**config.mk**
```make
export PLATFORM = sky130hd
export DESIGN_NAME = cenc_rate_enc
export DESIGN_NICKNAME = d
export VERILOG_FILES = /design/src/rtl/cenc_pkg.sv /design/src/rtl/cenc_conv_core.sv /design/src/rtl/cenc_rate_enc.sv
export SDC_FILE = /design/constraint.sdc
export NUM_CORES = 1
export LEC_CHECK = 0
export ABC_AREA = 1
export BUFFER_PORTS_ARGS = -buffer_cell sky130_fd_sc_hd__buf_4
export CAP_MARGIN = 15
export CORE_MARGIN = 5
export CORE_UTILIZATION = 29
export CTS_CLUSTER_SIZE = 30
export DETAILED_ROUTE_END_ITERATION = 16
export PLACE_DENSITY_LB_ADDON = 0.2
export SYNTH_ARGS = -nofsm -noshare
export SYNTH_HDL_FRONTEND = slang
export SYNTH_HIERARCHICAL = 1
export SYNTH_SLANG_ARGS = --single-unit
```
**constraint.sdc**
```tcl
create_clock -name clk -period 1.8 [get_ports clk]
set_input_delay 0.09 -clock clk [delete_from_list [all_inputs] [get_ports clk]]
set_output_delay 0.09 -clock clk [all_outputs]
set_load 0.02 [all_outputs]
```
**src/rtl/cenc_pkg.sv**
```systemverilog
// Shared types and constants for the rate-selectable convolutional encoder:
// code-rate enum, default generators and puncture keep masks.
package cenc_pkg;

    typedef enum logic [1:0] {
        RATE_1_2 = 2'd0,
        RATE_2_3 = 2'd1,
        RATE_3_4 = 2'd2
    } rate_e;

    localparam logic [6:0] CENC_G0 = 7'o133;
    localparam logic [6:0] CENC_G1 = 7'o171;

    // keep mask bit 1 = output A, bit 0 = output B
    localparam logic [1:0] KEEP_AB = 2'b11;
    localparam logic [1:0] KEEP_A  = 2'b10;
    localparam logic [1:0] KEEP_B  = 2'b01;

    function automatic rate_e rate_decode(input logic [1:0] r);
        rate_e v;
        unique case (r)
            2'd1:    v = RATE_2_3;
            2'd2:    v = RATE_3_4;
            default: v = RATE_1_2;
        endcase
        return v;
    endfunction

    function automatic logic [1:0] keep_mask(input rate_e r,
                                             input logic [1:0] ph);
        logic [1:0] m;
        unique case (r)
            RATE_2_3: m = (ph == 2'd0) ? KEEP_AB : KEEP_A;
            RATE_3_4: m = (ph == 2'd0) ? KEEP_AB :
                          (ph == 2'd1) ? KEEP_A  : KEEP_B;
            default:  m = KEEP_AB;
        endcase
        return m;
    endfunction

    function automatic logic [1:0] phase_next(input rate_e r,
                                              input logic [1:0] ph);
        logic [1:0] n;
        unique case (r)
            RATE_2_3: n = (ph == 2'd1) ? 2'd0 : 2'd1;
            RATE_3_4: n = (ph == 2'd2) ? 2'd0 : ph + 2'd1;
            default:  n = 2'd0;
        endcase
        return n;
    endfunction

endpackage

```
**src/rtl/cenc_conv_core.sv**
```systemverilog
// Convolutional encoder core: K-1 bit shift register and two parity trees.
// clr_i encodes the current bit against an all-zero history.
module cenc_conv_core
    import cenc_pkg::*;
#(
    parameter int           K  = 7,
    parameter logic [K-1:0] G0 = K'(CENC_G0),
    parameter logic [K-1:0] G1 = K'(CENC_G1)
) (
    input  logic clk,
    input  logic rst,
    input  logic clr_i,
    input  logic ld_i,
    input  logic u_i,
    output logic a_o,
    output logic b_o
);

    logic [K-2:0] s_q;
    logic [K-2:0] s_d;
    logic [K-2:0] s_v;

    // parity outputs and shift of the new bit into the history
    always_comb begin
        s_v = clr_i ? '0 : s_q;
        a_o = ^(G0 & {u_i, s_v});
        b_o = ^(G1 & {u_i, s_v});
        s_d = s_q;
        if (ld_i) begin
            s_d = {u_i, s_v[K-2:1]};
        end else if (clr_i) begin
            s_d = '0;
        end
    end

    // shift register state
    always_ff @(posedge clk or negedge rst) begin
        if (!rst) begin
            s_q <= '0;
        end else begin
            s_q <= s_d;
        end
    end

endmodule

```
**src/rtl/cenc_rate_enc.sv**
```systemverilog
// Rate-selectable convolutional encoder with puncturing and handshakes.
// Define CENC_TAIL_EN to append K-1 zero tail bits; `do` is a keyword, so the coded bit is do_o.
module cenc_rate_enc
    import cenc_pkg::*;
#(
    parameter int           K  = 7,
    parameter logic [K-1:0] G0 = K'(CENC_G0),
    parameter logic [K-1:0] G1 = K'(CENC_G1)
) (
    input  logic       clk,
    input  logic       rst,
    input  logic       di,
    input  logic       di_vld,
    input  logic       di_last,
    output logic       di_rdy,
    input  logic [1:0] rate,
    output logic       do_o,
    output logic       do_vld,
    output logic       do_last,
    input  logic       do_rdy
);

`ifdef CENC_TAIL_EN
    typedef enum logic [1:0] {S_IDLE, S_DATA, S_TAIL} state_e;
    localparam logic [3:0] TL = 4'(K - 2);
    logic [3:0] tcnt_q;
    logic [3:0] tcnt_d;
`else
    typedef enum logic [1:0] {S_IDLE, S_DATA} state_e;
`endif

    state_e     state_q;
    state_e     state_d;
    rate_e      rate_q;
    rate_e      rate_d;
    rate_e      rate_cur;
    logic [1:0] ph_q;
    logic [1:0] ph_d;
    logic [1:0] ph_cur;
    logic [1:0] mask;
    logic [1:0] pend_q;
    logic [1:0] pend_d;
    logic       b0_q, b0_d, b1_q, b1_d;
    logic       l0_q, l0_d, l1_q, l1_d;
    logic       free;
    logic       in_xfer;
    logic       tail_inj;
    logic       last_sym;
    logic       ld;
    logic       core_clr;
    logic       core_u;
    logic       core_a;
    logic       core_b;

    assign free    = (pend_q == 2'd0) || ((pend_q == 2'd1) && do_rdy);
`ifdef CENC_TAIL_EN
    assign di_rdy  = (state_q != S_TAIL) && free;
`else
    assign di_rdy  = free;
`endif
    assign in_xfer = di_vld && di_rdy;
    assign do_vld  = (pend_q != 2'd0);
    assign do_o    = b0_q;
    assign do_last = l0_q;

    // frame FSM, tail injection, rate latch and puncture phase
    always_comb begin
        state_d  = state_q;
        tail_inj = 1'b0;
        last_sym = 1'b0;
`ifdef CENC_TAIL_EN
        tcnt_d   = tcnt_q;
`endif
        unique case (state_q)
            S_IDLE, S_DATA: begin
                if (in_xfer) begin
                    if (di_last) begin
`ifdef CENC_TAIL_EN
                        state_d = S_TAIL;
                        tcnt_d  = '0;
`else
                        state_d  = S_IDLE;
                        last_sym = 1'b1;
`endif
                    end else begin
                        state_d = S_DATA;
                    end
                end
            end
`ifdef CENC_TAIL_EN
            S_TAIL: begin
                if (free) begin
                    tail_inj = 1'b1;
                    tcnt_d   = tcnt_q + 4'd1;
                    if (tcnt_q == TL) begin
                        state_d  = S_IDLE;
                        last_sym = 1'b1;
                    end
                end
            end
`endif
            default: state_d = S_IDLE;
        endcase

        ld       = in_xfer || tail_inj;
        core_clr = in_xfer && (state_q == S_IDLE);
        core_u   = in_xfer ? di : 1'b0;
        rate_cur = (state_q == S_IDLE) ? rate_decode(rate) : rate_q;
        ph_cur   = (state_q == S_IDLE) ? 2'd0 : ph_q;
        mask     = keep_mask(rate_cur, ph_cur);
        rate_d   = core_clr ? rate_cur : rate_q;
        ph_d     = ld ? phase_next(rate_cur, ph_cur) : ph_q;
    end

    cenc_conv_core #(
        .K  (K),
        .G0 (G0),
        .G1 (G1)
    ) u_core (
        .clk   (clk),
        .rst   (rst),
        .clr_i (core_clr),
        .ld_i  (ld),
        .u_i   (core_u),
        .a_o   (core_a),
        .b_o   (core_b)
    );

    // two-entry pending buffer: pop head on transfer, refill when free
    always_comb begin
        pend_d = pend_q;
        b0_d   = b0_q;
        b1_d   = b1_q;
        l0_d   = l0_q;
        l1_d   = l1_q;
        if (do_vld && do_rdy) begin
            if (pend_q == 2'd2) begin
                b0_d   = b1_q;
                l0_d   = l1_q;
                pend_d = 2'd1;
            end else begin
                b0_d   = 1'b0;
                l0_d   = 1'b0;
                pend_d = 2'd0;
            end
        end
        if (ld) begin
            b1_d   = 1'b0;
            l1_d   = 1'b0;
            pend_d = 2'd1;
            unique case (mask)
                KEEP_A: begin
                    b0_d = core_a;
                    l0_d = last_sym;
                end
                KEEP_B: begin
                    b0_d = core_b;
                    l0_d = last_sym;
                end
                default: begin
                    b0_d   = core_a;
                    l0_d   = 1'b0;
                    b1_d   = core_b;
                    l1_d   = last_sym;
                    pend_d = 2'd2;
                end
            endcase
        end
    end

    // state registers
    always_ff @(posedge clk or negedge rst) begin
        if (!rst) begin
            state_q <= S_IDLE;
            rate_q  <= RATE_1_2;
            ph_q    <= 2'd0;
            pend_q  <= 2'd0;
            b0_q    <= 1'b0;
            b1_q    <= 1'b0;
            l0_q    <= 1'b0;
            l1_q    <= 1'b0;
`ifdef CENC_TAIL_EN
            tcnt_q  <= '0;
`endif
        end else begin
            state_q <= state_d;
            rate_q  <= rate_d;
            ph_q    <= ph_d;
            pend_q  <= pend_d;
            b0_q    <= b0_d;
            b1_q    <= b1_d;
            l0_q    <= l0_d;
            l1_q    <= l1_d;
`ifdef CENC_TAIL_EN
            tcnt_q  <= tcnt_d;
`endif
        end
    end

endmodule

```
# After elaboration in Yosys (flattened, before gate mapping)
# Cells that the tools add are included.
# totals
ff_bits	18
inputBits	8
output_inout_bits	4
word_cells	68
# classes
add_sub_neg	1
eq_ne	12
mux	32
reduce_logical	14
# op_table
operator	count
2-to-1 mux 2 bit	10
2-to-1 mux 1 bit	17
XOR reduction 7 bit	2
equality test 2 x 1 -> 1 bit (second input constant)	6
2-to-1 mux 6 bit	2
case mux 2 bit (2 select lines)	3
equality test 2 bit (second input constant)	5
zero test 2 bit	3
logical AND 1 bit	4
nonzero test 2 bit	2
OR reduction 2 bit	2
adder 2 x 1 -> 2 bit (second input constant)	1
!= test 2 bit (second input constant)	1
logical OR 1 bit	1

# Logic depth before layout (Yosys ltp)
# Gate-level depths: netlist of the first run.
# logic_depth
ltp_word	10
depth_mapped	19
mapped_depth_nobuf	19

# By module
# The synthesis of the first run kept the hierarchy.
# by_module_without_submodules
mod	n_inst	cells_each	area_each_um2	seq_area_each_um2
cenc_rate_enc	1	99	701.9	275.3
cenc_conv_core	1	53	370.4	150.1

# Least setup slack after synthesis of the first run
# OpenSTA, ideal clock, no wires.
# synth_timing
kind	reg2reg
start	reg state_q[0]
end	reg pend_q[0]
setup_ns	0.065
arrival_ns	1.833
t_required_ns	1.735
setup_slack_ns	-0.098
stages_incl_launch_ff	12
n_path_buf	1
period_less_slack_ns	1.898
path_cell_list	dfrtp_1 -> buf_2 -> o21ai_0 -> ha_1 -> inv_1 -> nand3_1 -> ha_1 -> inv_1 -> nand3_1 -> nand2_1 -> nand2_1 -> nand2_1
# synth_via
elab_cells_between_ends	16
cone_classes	5 x eq/ne; 8 x mux; 3 x reduce/logical
# synth_rtl
element	line	source
from (decl)	cenc_rate_enc.sv:32	state_e state_q;
from (signal assigned)	cenc_rate_enc.sv:186	state_q <= state_d;
zero test 2 bit *	cenc_rate_enc.sv:108	rate_cur = (state_q == S_IDLE) ? rate_decode(rate) : rate_q;
2-to-1 mux 2 bit *	cenc_rate_enc.sv:108	
named net rate_cur[1]	cenc_rate_enc.sv:36	rate_e rate_cur;
equality test 2 bit or equality test 2 x 1 -> 1 bit (tied branches)	cenc_pkg.sv:32	unique case (r)
case mux 2 bit (2 select lines) *	cenc_pkg.sv:32	
equality test 2 x 1 -> 1 bit or equality test 2 bit (tied branches)	cenc_rate_enc.sv:151	unique case (mask)
OR reduction 2 bit (no source line) *	n/a	
2-to-1 mux 2 bit *	cenc_rate_enc.sv:151	
2-to-1 mux 2 bit *	cenc_rate_enc.sv:147	if (ld) begin
to (signal assigned)	cenc_rate_enc.sv:189	pend_q <= pend_d;
to (decl)	cenc_rate_enc.sv:41	logic [1:0] pend_q;
# Mark *: on every way through the listed nets, which the timed path passes. The rest lies on a longest branch.
# A chain may end at the register's enable or synchronous reset.

# Worst setup path after layout of the first run
# layout_timing
start	reg state_q[0]
end	reg b0_q (netlist: do_o)
# layout_via
elab_cells_between_ends	18
cone_classes	4 x eq/ne; 9 x mux; 5 x reduce/logical
# layout_rtl
element	line	source
zero test 2 bit *	cenc_rate_enc.sv:108	
2-to-1 mux 2 bit *	cenc_rate_enc.sv:108	
named net rate_cur[1]	cenc_rate_enc.sv:36	
equality test 2 bit or equality test 2 x 1 -> 1 bit (tied branches)	cenc_pkg.sv:32	
case mux 2 bit (2 select lines) *	cenc_pkg.sv:32	
equality test 2 x 1 -> 1 bit *	cenc_rate_enc.sv:151	
2-to-1 mux 1 bit *	cenc_rate_enc.sv:151	
2-to-1 mux 1 bit *	cenc_rate_enc.sv:147	
to (signal assigned)	cenc_rate_enc.sv:178	b0_q <= 1'b0;
to (signal assigned)	cenc_rate_enc.sv:190	b0_q <= b0_d;
to (decl)	cenc_rate_enc.sv:43	logic b0_q, b0_d, b1_q, b1_d;
# Marked as above.

==> flow_summary.yaml, run 1 <==
synthesis:
  syn_inst: 152
  synthTopCellsByArea: "dfrtp_1, nand2_1, nand3_1, inv_1, nand2_4"
  synth_top_area_cell: "dfrtp_1"
  synth_nets: 163
  synth_area_per_cell_um2: 7.05
  synthesis.area_mm2: 0.00107
  synth_seq_cells: 17
  ys_seq_area_frac: 0.397
  yosysWarnings: 6
  synth_cell_types: 20
  synth_top_area_frac: 0.397
clock_tree:
  numCtsBuffers: 3
  cts_root_buf: "clkbuf_8"
  clk_latency_ns: 0.25
  clockBufferDepth: 2
  numClockSinks: 17
  cts_max_level: 1
  clk_pin_slew_ns: 0.07
  cts_tree: "done"
drt:
  drcViolationCount: 0
  viasPerCell: 4.50
  drtIter0Drc: 38
  detail_route.wl_per_cell_um: 9.99
  routed_wl_um: 2270
  drtAntennaViolNets: 0
  firstDrtPassIters: 4
  vias: 1022
placed_design:
  hpwl_um: 1850
  dp_slack_ns: -0.0390
  gp_congestion: 0.767
  numPortBuffers: 11
worst_setup_path:
  worstSetupEndpointType: "register"
  cp_slowest_cell: "dfrtp_2"
  critical-path-max-stage-delay_ns: 0.45
  reg2regPathDepth: 13
  crit_top_cell: "nand2_1"
  critPathLaunchType: "register"
  path_cells: "o21ai_4 > inv_2 > ha_2 > a21o_1 > nor2_2 > ha_4 > inv_1 > nand2_1 > nand2_1 > nand3_1 > nand2_1 > nand2_1 > nand2_1"
  critical_path_arrival_ns: 1.93
  worstPathRequired_ns: 1.94
  worstPathMaxFanout: 5
  path_class: "reg2reg"
sta:
  slew_headroom: 0.790
  setup_violations: 0
  timing_hold_violations_final: 0
  fmax_mhz: 560
  tns_ns: 0
  fin_ws_ns: 0.0140
  finalCriticalPeriod_ns: 1.79
  timing.hold.ws_ns: 0.0466
  grt_setup_unrepaired: "yes"
  worst_pin_slew_ns: 0.315
  final.period_utilization: 0.992
  final_max_slew_viol_count: 0
  worst_clock_skew_ns: 0.00408
global_routing:
  grt_pass1_wl_um: 4070
  grt_pass1_vias: 978
  overflow: 0
  grt_max_degree: 18
  antenna_found_initial: 0
  grtUsageTotal: 0.0992
layout:
  fin_nets: 191
  synthToLayoutAreaGrowth_pct: 32.8
  num_antenna_cells: 0
  drive_above_1_share: 0.330
  post-route-util: 0.392
run:
  maxCapViolCount: 0
die:
  core_area_mm2: 0.00363
  die_h_um: 70.8
  dieArea_mm2: 0.00501
  io_pins: 12
  fp.dieW_um: 70.8
  num_rows: 22
  initial_core_util: 0.295
status:
  status: "finished clean"
worst_hold_path:
  whs_path_depth: 2
  hold_path.class: "in2reg"
power_and_ir_drop:
  power_density_mw_per_mm2: 1620
  power_mw: 2.30
  vdd_drop_max_mv: 0.449
  power.static_leakage_nw: 0.743
[worst paths after layout]
check                            from    endpoint  slack (ns)
hold reg to reg               ph_q[0]     ph_q[0]        0.48
setup / recovery           state_q[0]        do_o        0.01
min in group asynchronous         rst        do_o        0.24
setup reg to reg           state_q[0]        do_o        0.01
max in group asynchronous         rst  state_q[0]        1.34
hold / removal                di_last  state_q[0]        0.05
[cell type report]
cell class | count | area (um^2)
sequential | 17 | 427
clock buffer | 4 | 45.0
fill | 409 | 2210
timing repair buffer | 26 | 198
tap | 48 | 60.1
inverter | 19 | 77.6
multi-input combinational | 113 | 617
[cell families (layout without fill, tap and decap cells)]
logic type	count (synthesis)	count (layout)	synth area share
AOI/OAI and AO/OA	14	14	0.0724
adders and majority gates	3	3	0.0350
buffers and inverters	22	49	0.0898
DFF	17	17	0.397
and+or+nand+nor	96	96	0.406
[power by group]
group | internal (mW) | total, mW | switching, mW
sequential | 0.513 | 0.608 | 0.0946
combinational | 0.625 | 1.41 | 0.788
clock | 0.157 | 0.281 | 0.124
[state kept, by name, indices dropped and copies added (netlist names)]
| signal | count |
|---|---|
| b1_q | 1 |
| do_last | 1 |
| do_o | 1 |
| l1_q | 1 |
| pend_q | 2 |
| ph_q | 2 |
| rate_q | 2 |
| state_q | 1 |
| u_core/s_q | 6 |
[per-layer routing]
metal	vias up	track usage	wire [um]
met4	0	0.0438	31
met2	16	0.169	1110
met3	4	0.0227	108
met5	-	0	0
met1	469	0.119	1020
li1	533	-	-
[synth_stat cells (all sizes together)]
| cell | number |
|---|---|
| nand2 | 66 |
| nand3 | 20 |
| inv | 18 |
| dfrtp | 17 |
| o21ai | 12 |
| nor2 | 10 |
| buf | 3 |
| ha | 3 |
| a21o | 1 |
| clkinv | 1 |
| o22ai | 1 |
[per-stage QoR]
stage | area (um^2) | std cells
final | 1420 | 227
after global routing | 1420 | 227
after CTS | 1400 | 226
after detailed placement | 1320 | 221
after global placement | 1320 | 221
after floorplan | 1100 | 152
[repair_timing]
item	4_1_cts	5_1_grt
pin swaps	1	9
setup buffers	0	1
hold buffers	1	0
gates resized for setup	6	9
hold endpoints to repair	17	0
endpoints found under the setup margin	3	6
[layout by cell type (no fill, tap or decap), drive strengths merged]
cell	synthesis	routed
dlygate4sd3	0	1
nand2	66	66
clkbuf	0	4
nand3	20	20
clkinv	1	1
dfrtp	17	17
inv	18	18
nor2	10	10
buf	3	25
a21o	1	1
o21ai	12	12
ha	3	3
o22ai	1	1
[critical path: cells and delay by family, from the launching register on]
family          cells  cell delay (ns)
compound gates      2             0.39
simple gates        7             0.45
fa+ha+maj           2             0.31
buf+inv             2             0.07
flops               1             0.45
Power figures use the tool's default switching activity.
==> run 2, diff against run 1 <==
- CORE_UTILIZATION: 29 -> 51
==> flow_summary.yaml, run 2 (synthesis gave the netlist of run 1 again) <==
status:
  status: "finished, violations left"
  violations: "negative setup slack"
worst_setup_path:
  reg2reg_from: "state_q[0]"
  worstPathRequired_ns: 1.99
  path_class: "reg2reg"
  crit_start: "state_q[0]"
  critPathLaunchType: "register"
  critical_path_arrival_ns: 2.11
  worstPathMaxFanout: 5
  worstSetupEndpointType: "register"
clock_tree:
  clk_pin_slew_ns: 0.10
  clk_latency_ns: 0.29
  numCtsBuffers: 3
  clockBufferDepth: 2
  cts_tree: "done"
  numClockSinks: 17
  cts_root_buf: "clkbuf_4"
  cts_max_level: 1
layout:
  final_common_cell: "nand2_1"
  final_cell_mix: "nand2_1, buf_4, nand3_1"
  seq_area_um2: 427
  synthToLayoutAreaGrowth_pct: 33.5
  fillers: 143
  multi_input_area_um2: 629
  drive_above_1_share: 0.359
  largest_reg_flops: 6
  post_layout_nonfiller_instances: 211
  top_register: "u_core/s_q"
  num_antenna_cells: 0
  fin_nets: 196
power_and_ir_drop:
  clockPowerShare: 0.086
  p_sw_mw: 1.11
  power.static_leakage_nw: 0.758
  pwr-share-comb: 0.660
  swShare: 0.459
  internal-power_mw: 1.31
  power_frac_seq: 0.254
  power_mw: 2.42
  vdd_drop_max_mv: 0.917
  power_density_mw_per_mm2: 1690
die:
  num_rows: 16
  core_area_mm2: 0.00198
  dieArea_mm2: 0.00312
  die_h_um: 55.9
  fp.dieW_um: 55.9
  io_pins: 12
  initial_core_util: 0.541
placed_design:
  dp_slack_ns: -0.0831
  hpwl_um: 1770
  numPortBuffers: 11
  gp_congestion: 0.836
  place_inst: 197
global_routing:
  grt_pass1_vias: 1058
  grt_pass1_wl_um: 4450
  grtUsageTotal: 0.176
  antenna_found_initial: 0
  grt_max_degree: 18
  overflow: 0
sta:
  fmax_mhz: 519
  finalCriticalPeriod_ns: 1.93
  fin_ws_ns: -0.126
  worst_clock_skew_ns: 0.00155
  final.period_utilization: 1.07
  grt_setup_unrepaired: "yes"
  final_max_slew_viol_count: 0
  worst_pin_slew_ns: 0.343
  timing.hold.ws_ns: 0.114
  setup_violations: 5
  timing_hold_violations_final: 0
  slew_headroom: 0.771
drt:
  drcViolationCount: 0
  viasPerCell: 5.06
  drtAntennaViolNets: 0
  routed_wl_um: 2640
  drtIter0Drc: 40
  vias: 1067
  firstDrtPassIters: 4
  detail_route.wl_per_cell_um: 12.5
worst_hold_path:
  hp-start: "rate[1]"
  hold_path.class: "in2reg"
run:
  maxCapViolCount: 0
run 2: cell types whose count changed in the layout (fill, tap and decap cells not counted):
cell and delta:
buf_4 +4, clkbuf_4 +3, clkbuf_8 -3, dlygate4sd3_1 +1, nand2_1 -3, nand2_2 +3, nor2_2 -1, nor2_4 +1
run 2: area by class of cell:
cell class,count,area share
clock buffer,4,0.0184
sequential,17,0.298
tap,27,0.0236
multi-input combinational,113,0.440
timing repair buffer,31,0.166
inverter,19,0.0542
run 2: worst paths after layout:
kind	end	slack, ns	cells past startpoint
worst max-delay path	do_o	-0.13	15
worst min-delay path	rate_q[0]	0.11	4
worst max register to register	do_o	-0.13	15
worst min register to register	rate_q[0]	0.48	2
max in group asynchronous	state_q[0]	1.41	2
min in group asynchronous	pend_q[1]	0.19	2
run 2: repair_timing:
item,4_1_cts,5_1_grt
hold endpoints to repair,18,0
setup buffers,10,0
resized for setup,8,12
hold buffers,2,0
pin swaps,7,7
setup endpoints to repair,5,8
run 2: critical path, cell delays in order (launching register included):
cell     delay [ns]
dfrtp_2        0.47
inv_2          0.10
nand2_2        0.07
nand2_2        0.10
inv_2          0.05
ha_4           0.15
a21o_1         0.22
nor2_4         0.12
ha_4           0.14
inv_1          0.03
nand2_1        0.07
nand2_1        0.07
nand3_1        0.08
nand2_1        0.05
nand2_1        0.05
nand2_1        0.05
run 2: routing by layer:
layer  track usage  vias to the layer above  wire [um]
li1              -                      543          -
met1         0.210                      478       1090
met2         0.284                       36       1300
met3        0.0394                       10        155
met4         0.115                        0         95
met5             0                        -          0
run 2: metrics by stage:
step | setup TNS [ns] | area (um^2) | util
floorplan | 0 | 1100 | -
global placement | 0 | 1270 | 0.640
detailed placement | -0.227 | 1270 | 0.640
CTS | -0.0416 | 1410 | 0.710
global route | -0.761 | 1430 | 0.722
finish | -0.311 | 1430 | 0.722
run 2: power groups by stage:
stage	logic, mW	registers [mW]	clock network (mW)
2_1_floorplan	0.892	0.593	0
3_3_place_gp	1.20	0.602	0
3_5_place_dp	1.23	0.607	0
4_1_cts	1.41	0.609	0.214
5_1_grt	1.76	0.632	0.229
6_report	1.60	0.615	0.208
